[src/rtl/mem_arbiter.sv]
`default_nettype none
// +--------------------------------------------------------------------------+
// | Module   : mem_arbiter                                                    |
// | Purpose  : Arbitrates the unified main-memory port between the I-cache   |
// |            fill path and the D-cache fill/writeback path. A dirty D-side |
// |            miss is sequenced as writeback then refill, atomically. Each  |
// |            requester gets a one-cycle done pulse with the returned line. |
// | Ports    : clk, rst_n (sync, active-low)                                 |
// |            i_req/i_addr -> i_done/i_line      instruction fill          |
// |            d_req/d_addr/d_dirty/d_wb_addr/d_wb_data -> d_done/d_line     |
// |            mem_addr/mem_re/mem_we/mem_wdata, mem_rdata/mem_rdy  memory   |
// |            busy : arbiter is not idle                                    |
// | Options  : ARB_STARVE_EN - bounds consecutive data grants while an       |
// |            instruction fill waits (STARVE_MAX).                          |
// | Revision : 1.0  initial release                                          |
// +--------------------------------------------------------------------------+
module mem_arbiter #(
  parameter int ADDR_W     = 14,
  parameter int LINE_W     = 64,
  parameter int STARVE_MAX = 4
) (
  input  logic              clk,
  input  logic              rst_n,
  input  logic              i_req,
  input  logic [ADDR_W-1:0] i_addr,
  output logic              i_done,
  output logic [LINE_W-1:0] i_line,
  input  logic              d_req,
  input  logic [ADDR_W-1:0] d_addr,
  input  logic              d_dirty,
  input  logic [ADDR_W-1:0] d_wb_addr,
  input  logic [LINE_W-1:0] d_wb_data,
  output logic              d_done,
  output logic [LINE_W-1:0] d_line,
  output logic [ADDR_W-1:0] mem_addr,
  output logic              mem_re,
  output logic              mem_we,
  output logic [LINE_W-1:0] mem_wdata,
  input  logic [LINE_W-1:0] mem_rdata,
  input  logic              mem_rdy,
  output logic              busy
);

  localparam logic [2:0] c_S_IDLE   = 3'd0;
  localparam logic [2:0] c_S_I_FILL = 3'd1;
  localparam logic [2:0] c_S_D_WB   = 3'd2;
  localparam logic [2:0] c_S_D_FILL = 3'd3;
  localparam logic [2:0] c_S_DONE   = 3'd4;

  logic [2:0]        r_state;
  logic [2:0]        w_next_state;
  logic [ADDR_W-1:0] r_fill_addr;
  logic [ADDR_W-1:0] r_wb_addr;
  logic [LINE_W-1:0] r_wb_data;
  logic [LINE_W-1:0] r_i_line;
  logic [LINE_W-1:0] r_d_line;
  logic              r_owner_d;   // 1: current transaction belongs to the data side
  logic              w_starve;
  logic              w_grant_i;
  logic              w_grant_d;

  // Grants are only made in IDLE. Done pulses are issued from the DONE state,
  // so a requester still holding req during its done cycle cannot be sampled
  // again until the following IDLE cycle.
  always_comb begin
    w_grant_i = 1'b0;
    w_grant_d = 1'b0;
    if (r_state == c_S_IDLE) begin
      if (i_req && (!d_req || w_starve)) begin
        w_grant_i = 1'b1;
      end else if (d_req) begin
        w_grant_d = 1'b1;
      end
    end
  end

`ifdef ARB_STARVE_EN
  localparam int c_CNT_W = $clog2(STARVE_MAX + 1);

  logic [c_CNT_W-1:0] r_starve_cnt;

  // Counts data grants that overtook a waiting instruction fill.
  always_ff @(posedge clk) begin
    if (!rst_n) begin
      r_starve_cnt <= '0;
    end else if (w_grant_i) begin
      r_starve_cnt <= '0;
    end else if ((r_state == c_S_IDLE) && !i_req) begin
      r_starve_cnt <= '0;
    end else if (w_grant_d && i_req && (r_starve_cnt != c_CNT_W'(STARVE_MAX))) begin
      r_starve_cnt <= r_starve_cnt + 1'b1;
    end
  end

  assign w_starve = (r_starve_cnt == c_CNT_W'(STARVE_MAX));
`else
  assign w_starve = 1'b0;
`endif

  // State register
  always_ff @(posedge clk) begin
    if (!rst_n) begin
      r_state <= c_S_IDLE;
    end else begin
      r_state <= w_next_state;
    end
  end

  // Next-state logic; a dirty victim is remembered by routing through D_WB.
  always_comb begin
    w_next_state = r_state;
    case (r_state)
      c_S_IDLE: begin
        if (w_grant_i) begin
          w_next_state = c_S_I_FILL;
        end else if (w_grant_d) begin
          w_next_state = d_dirty ? c_S_D_WB : c_S_D_FILL;
        end
      end
      c_S_I_FILL: if (mem_rdy) w_next_state = c_S_DONE;
      c_S_D_WB:   if (mem_rdy) w_next_state = c_S_D_FILL;
      c_S_D_FILL: if (mem_rdy) w_next_state = c_S_DONE;
      c_S_DONE:   w_next_state = c_S_IDLE;
      default:    w_next_state = c_S_IDLE;
    endcase
  end

  // Request latches and returned-line registers
  always_ff @(posedge clk) begin
    if (!rst_n) begin
      r_fill_addr <= '0;
      r_wb_addr   <= '0;
      r_wb_data   <= '0;
      r_owner_d   <= 1'b0;
      r_i_line    <= '0;
      r_d_line    <= '0;
    end else begin
      if (w_grant_i) begin
        r_fill_addr <= i_addr;
        r_owner_d   <= 1'b0;
      end
      if (w_grant_d) begin
        r_fill_addr <= d_addr;
        r_wb_addr   <= d_wb_addr;
        r_wb_data   <= d_wb_data;
        r_owner_d   <= 1'b1;
      end
      if ((r_state == c_S_I_FILL) && mem_rdy) begin
        r_i_line <= mem_rdata;
      end
      if ((r_state == c_S_D_FILL) && mem_rdy) begin
        r_d_line <= mem_rdata;
      end
    end
  end

  // Output decode: memory command is a pure function of state and latches,
  // so it is stable for the whole command phase and re/we are exclusive.
  always_comb begin
    mem_re    = 1'b0;
    mem_we    = 1'b0;
    mem_addr  = '0;
    mem_wdata = '0;
    i_done    = 1'b0;
    d_done    = 1'b0;
    case (r_state)
      c_S_I_FILL, c_S_D_FILL: begin
        mem_re   = 1'b1;
        mem_addr = r_fill_addr;
      end
      c_S_D_WB: begin
        mem_we    = 1'b1;
        mem_addr  = r_wb_addr;
        mem_wdata = r_wb_data;
      end
      c_S_DONE: begin
        i_done = !r_owner_d;
        d_done = r_owner_d;
      end
      default: begin
      end
    endcase
  end

  assign busy   = (r_state != c_S_IDLE);
  assign i_line = r_i_line;
  assign d_line = r_d_line;

endmodule
`default_nettype wire

[config.mk]
export PLATFORM = sky130hd
export DESIGN_NAME = mem_arbiter
export DESIGN_NICKNAME = d
export VERILOG_FILES = /design/src/rtl/mem_arbiter.sv
export SDC_FILE = /design/constraint.sdc
export NUM_CORES = 1
export LEC_CHECK = 0
export ABC_AREA = 1
export CAP_MARGIN = 20
export CORE_AREA = 2 2 149 151
export CTS_BUF_LIST = sky130_fd_sc_hd__clkbuf_8
export DETAILED_ROUTE_END_ITERATION = 6
export DIE_AREA = 0 0 151 153
export PLACE_DENSITY = 0.77
export SETUP_SLACK_MARGIN = 0.4
export SLEW_MARGIN = 15
export SYNTH_ARGS = -nofsm -noshare
export SYNTH_HDL_FRONTEND = slang
export SYNTH_SLANG_ARGS = --single-unit
[constraint.sdc]
create_clock -name clk -period 2.2 [get_ports clk]
set_clock_uncertainty 0.05 [all_clocks]
set_input_delay 0.66 -clock clk [delete_from_list [all_inputs] [get_ports clk]]
set_output_delay 0.66 -clock clk [all_outputs]
set_load 0.05 [all_outputs]
==> results.cfg, run 1 <==
[run_status]
status = finished, violations left
failed_checks = setup timing

[cells_and_area]
drive_above_1_share = 0.431
fin_util = 0.831
final_nets = 1782
final_area_sq_um = 17900
layout.area.seq_sq_um = 4520
area_growth_pct = 108
fill_cells = 993
multi_input_area_sq_um = 4910

[cts]
cts-buffers-inserted = 39
ctsHoldBuffers = 0
clk_path_buf_depth = 3
clk_latency_ns = 0.52
htree_levels = 2
clk_pin_slew_ns = 0.06
cts_tree = yes
cts_root_buf = clkbuf_8
clock_sinks = 224

[place]
place.gp.congestion = 0.880
portBuffers = 386
place_ws_ns = 0.0187
dp_hpwl_um = 21500
dpl_cell_area_sq_um = 14200

[setup_path]
end_kind = primary output
cpMostUsedCell = buf_12
cp_slowest_cell = dfxtp_4
startpoint_type = flip-flop
setup.worst_path.start = r_state[0]$_SDFFE_PN0P_
cp_max_fo = 7
reg2reg_depth = 10
arrival_ns = 1.77
reg2reg_slack_ns = -0.13
cp_data_required_time_ns = 1.49
max_stage_delay_ns = 0.35
r2r-start = r_state[1]$_SDFFE_PN0P_
cp_cell_sequence = inv_4 -> nand3_4 -> buf_12 -> buf_12 -> o21ai_4 -> buf_12
crit_type = flip-flop to primary output
r2r-end = r_wb_data[31]$_SDFFE_PN0P_

[timing]
slew_violations = 0
setup_tns_ns = -18.61
setup-violations-final = 84
finalWorstSetupSlack_ns = -0.276
max_clock_freq_mhz = 404
whs_ns = 0.395
period_share = 1.13
tightest_slew_ns = 0.851
relSlewSlack = 0.433
rsz0062_at_grt = true
hold_viol = 0
fin_crit_ns = 2.48

[synthesis]
synth.avg_cell_area_sq_um = 7.47
syn_nets = 1325
ys.warnings.count = 0
synth-seq-cells = 224
yosysTopAreaCellShare = 0.522
yosysUniqueCellTypes = 20
synth.largest_area_cell = dfxtp_1
synth_area_sq_um = 8590
synth-seq-area-share = 0.522
synthTopCellsByArea = dfxtp_1 (52%), o21ai_0 (11%), a21oi_1 (9.2%)
syn_inst = 1149

[drt]
num_vias = 10400
via_per_inst = 5.44
drc = 0
ant_nets = 0
drtIter0Drc = 777
wl_per_cell_um = 22.6
drt-pass1-iter-count = 5
routed_wl_um = 43400

[min_path]
min_to = d_line[9]$_SDFFE_PN0P_
holdCritStartpoint = d_line[9]$_SDFFE_PN0P_
hold_class = flip-flop to flip-flop
min_path_cells = 2

[global_routing]
track_usage = 0.283
grt_max_degree = 98
grt_overflow = 0
grt_pass1_wl_um = 51600
antenna_found_initial = 7
grt_pass1_vias = 9808

[die]
chipHeight_um = 153
core-area_sq_um = 21500
fp-row-count = 54
fp.dieArea_sq_um = 23100
die_x_um = 151
io_pins = 387
start_util = 0.400

[pwr]
powerDensity_nw_per_um2 = 1240
ir_worst_vdd_uv = 739
leakage_nw = 7.05

[job]
max_cap_violations = 0
worst max path at each step:
| stage | endpoint | depth (start not counted) |
|---|---|---|
| floorplan | mem_addr[13] | 4 |
| global placement | r_wb_data[17]$_SDFFE_PN0P_ | 6 |
| detailed placement | r_wb_data[60]$_SDFFE_PN0P_ | 6 |
| CTS | mem_addr[3] | 6 |
| global route | mem_wdata[29] | 6 |
| finish | mem_addr[12] | 6 |
cells by family (layout without fill, tap and decap cells):
logic type,count (synthesis),after routing,synth area share
other,0,6,0
buffers and inverters,240,721,0.112
flip-flops,224,224,0.522
AO/OA/AOI/OAI,379,379,0.221
AND/OR/NAND/NOR,306,307,0.145
layer usage:
| metal | vias to the layer above | global-route usage | wire, um |
|---|---|---|---|
| met1 | 4957 | 0.298 | 14400 |
| met3 | 187 | 0.103 | 4510 |
| met5 | - | 0 | 12 |
| li1 | 4630 | - | - |
| met2 | 661 | 0.489 | 21900 |
| met4 | 2 | 0.152 | 2540 |
synthesized netlist by cell type:
master / instances
nand4_1: 15
clkbuf_2: 5
inv_1: 150
nor2_1: 201
nand4_2: 1
nand3_2: 1
nand2_1: 67
o21ai_1: 35
clkbuf_1: 50
nand3_1: 17
inv_2: 3
buf_2: 19
dfxtp_1: 224
nor2_2: 1
a21oi_1: 158
buf_4: 9
nand2_2: 1
o21ai_0: 186
nor2_4: 2
buf_1: 4
area by class of cell:
class,count,area share
inverter,153,0.0341
clock buffer,50,0.0385
sequential,224,0.253
timing repair buffer,502,0.375
multi-input combinational,686,0.275
clock inverter,16,0.00399
tap,280,0.0196
antenna,6,0.000841
critical path: cells and delay by family (launching register included):
| kind | cells | cell delay (ns) |
|---|---|---|
| and+or+nand+nor | 1 | 0.14 |
| buffers and inverters | 4 | 0.58 |
| DFF | 1 | 0.35 |
| AOI/OAI and AO/OA | 1 | 0.16 |
power breakdown:
| group | internal (mW) | total [mW] | switching (mW) |
|---|---|---|---|
| Clock | 2.03 | 3.80 | 1.77 |
| Combinational | 5.44 | 12.8 | 7.35 |
| Sequential | 5.05 | 5.62 | 0.578 |
| Total | 12.5 | 22.2 | 9.70 |
through the flow:
step	instances	power (mW)
after floorplan	1149	11.0
after global placement	1765	14.0
after detailed placement	1765	14.2
after CTS	1870	19.7
after global routing	1916	22.9
final	1917	22.2
layout by cell type (no fill, tap or decap), types with 23 or more instances in the layout:
master and count:
nand2_2 35, dfxtp_1 198, buf_6 111, o21ai_0 116, buf_12 116, inv_1 160
o21ai_2 50, buf_4 63, dfxtp_2 23, a21oi_1 124, clkdlybuf4s50_1 174, a21oi_2 34
nor2_1 96, o21ai_4 34, clkbuf_8 50, nor2_4 97
sequential cells by signal, summed over array words and instances, names as in the netlist:
register / flops
d_line: 64
i_line: 64
r_fill_addr: 14
r_owner_d: 1
r_state: 3
r_wb_addr: 14
r_wb_data: 64
what timing repair did:
| item | in CTS | in global routing |
|---|---|---|
| resized for setup | 493 | 322 |
| pin swaps | 44 | 70 |
| gates cloned | 13 | 24 |
| endpoints found under the hold margin | 0 | 0 |
| setup buffers | 26 | 17 |
| endpoints found under the setup margin | 228 | 305 |
(Power assumes the default switching activity.)
==> inputs of run 2 (changes only) <==
--- a/config.mk
+++ b/config.mk
@@ -7,11 +7,11 @@
 export LEC_CHECK = 0
 export ABC_AREA = 1
 export CAP_MARGIN = 20
-export CORE_AREA = 2 2 149 151
+export CORE_ASPECT_RATIO = 0.7
+export CORE_UTILIZATION = 43
 export CTS_BUF_LIST = sky130_fd_sc_hd__clkbuf_8
 export DETAILED_ROUTE_END_ITERATION = 6
-export DIE_AREA = 0 0 151 153
-export PLACE_DENSITY = 0.77
+export PLACE_DENSITY = 0.82
 export SETUP_SLACK_MARGIN = 0.4
 export SLEW_MARGIN = 15
 export SYNTH_ARGS = -nofsm -noshare
==> run 2 against run 1 <==
  * The run still ends with setup timing left
  * Cell count is 3.8% lower
  * Design area down 10%
  * Utilization rose by 0.092 points
  * Non-clock buffer count decreased by 45
  * Critical path type unchanged
  * Critical endpoint is now mem_addr[1]
  * Largest cell class unchanged
  * Highest routed layer unchanged
==> results.cfg, run 2 (synthesis gave the netlist of run 1 again) <==
[cts]
htree_levels = 2
cts_root_buf = clkbuf_8
clk_latency_ns = 0.50
ctsHoldBuffers = 0
clk_pin_slew_ns = 0.06
clk_path_buf_depth = 3
cts_tree = yes
cts-buffers-inserted = 35
clock_sinks = 224

[setup_path]
max_stage_delay_ns = 0.36
cp_max_fo = 8
end_kind = primary output
cp_slowest_cell = dfxtp_4
crit_buf_inv = 3
startpoint_type = flip-flop
cp_data_required_time_ns = 1.49
cp_cell_sequence = buf_6 -> nor2_4 -> clkbuf_16 -> nand2_4 -> o21ai_4 -> buf_12
crit_family = buffers and inverters
arrival_ns = 1.70
crit_type = flip-flop to primary output

[timing]
whs_ns = 0.394
relSlewSlack = 0.584
max_clock_freq_mhz = 416
setup-violations-final = 82
setup_tns_ns = -11.23
slew_violations = 0
fin_crit_ns = 2.41
period_share = 1.09
hold_viol = 0
rsz0062_at_grt = true
finalWorstSetupSlack_ns = -0.206
tightest_slew_ns = 0.623

[run_status]
status = finished, violations left
failed_checks = setup timing

[die]
die_x_um = 171
io_pins = 387
chipHeight_um = 120
core-area_sq_um = 19200
fp.dieArea_sq_um = 20600
start_util = 0.447
fp-row-count = 42

[cells_and_area]
drive_above_1_share = 0.328
final_nets = 1732
final_area_sq_um = 16000
mostFrequentLayoutCells = dfxtp_1 (219), clkdlybuf4s50_1 (174), inv_1 (159)
mostFrequentLayoutCell = dfxtp_1
area_growth_pct = 86.3

[drt]
drtIter0Drc = 766
via_per_inst = 5.28
ant_nets = 0
routed_wl_um = 37400
drc = 0
wl_per_cell_um = 20.3
drt-pass1-iter-count = 5
num_vias = 9742

[job]
max_cap_violations = 0

[place]
place.gp.congestion = 0.845
portBuffers = 386
dpl_cell_area_sq_um = 14000
dp_hpwl_um = 21100
place_ws_ns = -0.00216

[pwr]
design_power_total_mw = 19.7
powerDensity_nw_per_um2 = 1230
ir_worst_vdd_uv = 884
leakage_nw = 6.47

[min_path]
hold_class = flip-flop to flip-flop

[global_routing]
antenna_found_initial = 3
track_usage = 0.305
grt_pass1_wl_um = 49000
grt_overflow = 0
grt_max_degree = 71
grt_pass1_vias = 9144
==> run 2: changes by cell type in the layout (fill, tap and decap cells not counted), moves of 21 or more <==
cell | before | now
buf_6 | 111 | 30
buf_4 | 63 | 128
o21ai_2 | 50 | 12
o21ai_0 | 116 | 150
nor2_4 | 97 | 70
nor2_1 | 96 | 122
dfxtp_1 | 198 | 219
==> run 2: routing by layer <==
metal  GRT usage  share of wire
met5           0        0.00067
met4      0.0999          0.038
met2       0.530           0.50
met1       0.349           0.36
met3       0.107           0.11
==> run 2: worst register-to-register path, delay by kind of cell (launching register included) <==
kind | cells | cell delay, ns
buf+inv | 7 | 0.89
compound gates | 2 | 0.40
flops | 1 | 0.32
simple gates | 2 | 0.24
==> run 2: final cells by class <==
cell class	instances	area, sq um
timing repair buffer	457	5670
fill	1071	3230
clock buffer	43	592
antenna	1	2.50
sequential	224	4490
multi-input combinational	685	4250
inverter	153	587
tap	264	330
clock inverter	17	80.1
==> run 2: report_power, final <==
group	leakage (nW)	total [mW]	internal (mW)	switching (mW)
clock	0.390	3.45	1.77	1.68
combinational	4.25	10.8	4.17	6.60
sequential	1.83	5.52	5.02	0.498
==> run 2: worst paths after layout <==
kind	cells after the start	slack, ns	endpoint	from
max reg2reg	11	0.16	r_wb_data[24]$_SDFFE_PN0P_	r_state[0]$_SDFFE_PN0P_
max	6	-0.21	mem_addr[1]	r_state[2]$_SDFFE_PN0P_
min reg2reg	2	0.39	d_line[21]$_SDFFE_PN0P_	d_line[21]$_SDFFE_PN0P_
min	2	0.39	d_line[21]$_SDFFE_PN0P_	d_line[21]$_SDFFE_PN0P_
==> run 2: metrics by stage <==
step | std cells | util
after floorplan | 1149 | -
after global placement | 1736 | 0.726
after detailed placement | 1736 | 0.726
after CTS | 1815 | 0.785
after global routing | 1844 | 0.832
final | 1844 | 0.832
==> run 2: what timing repair did <==
action                                 CTS  global route
gates resized for setup                335           147
buffers inserted                         9            12
setup endpoints to repair              153           290
cloned                                  10            16
endpoints found under the hold margin    0             0
pin swaps                                9            29
==> inputs of run 3 (changes only) <==
--- a/config.mk
+++ b/config.mk
@@ -11,6 +11,7 @@
 export CORE_UTILIZATION = 43
 export CTS_BUF_LIST = sky130_fd_sc_hd__clkbuf_8
 export DETAILED_ROUTE_END_ITERATION = 6
+export HOLD_SLACK_MARGIN = 0.02
 export PLACE_DENSITY = 0.82
 export SETUP_SLACK_MARGIN = 0.4
 export SLEW_MARGIN = 15
==> results of run 3 <==
Same layout as run 2: the final DEF is identical, and so are final timing and power.
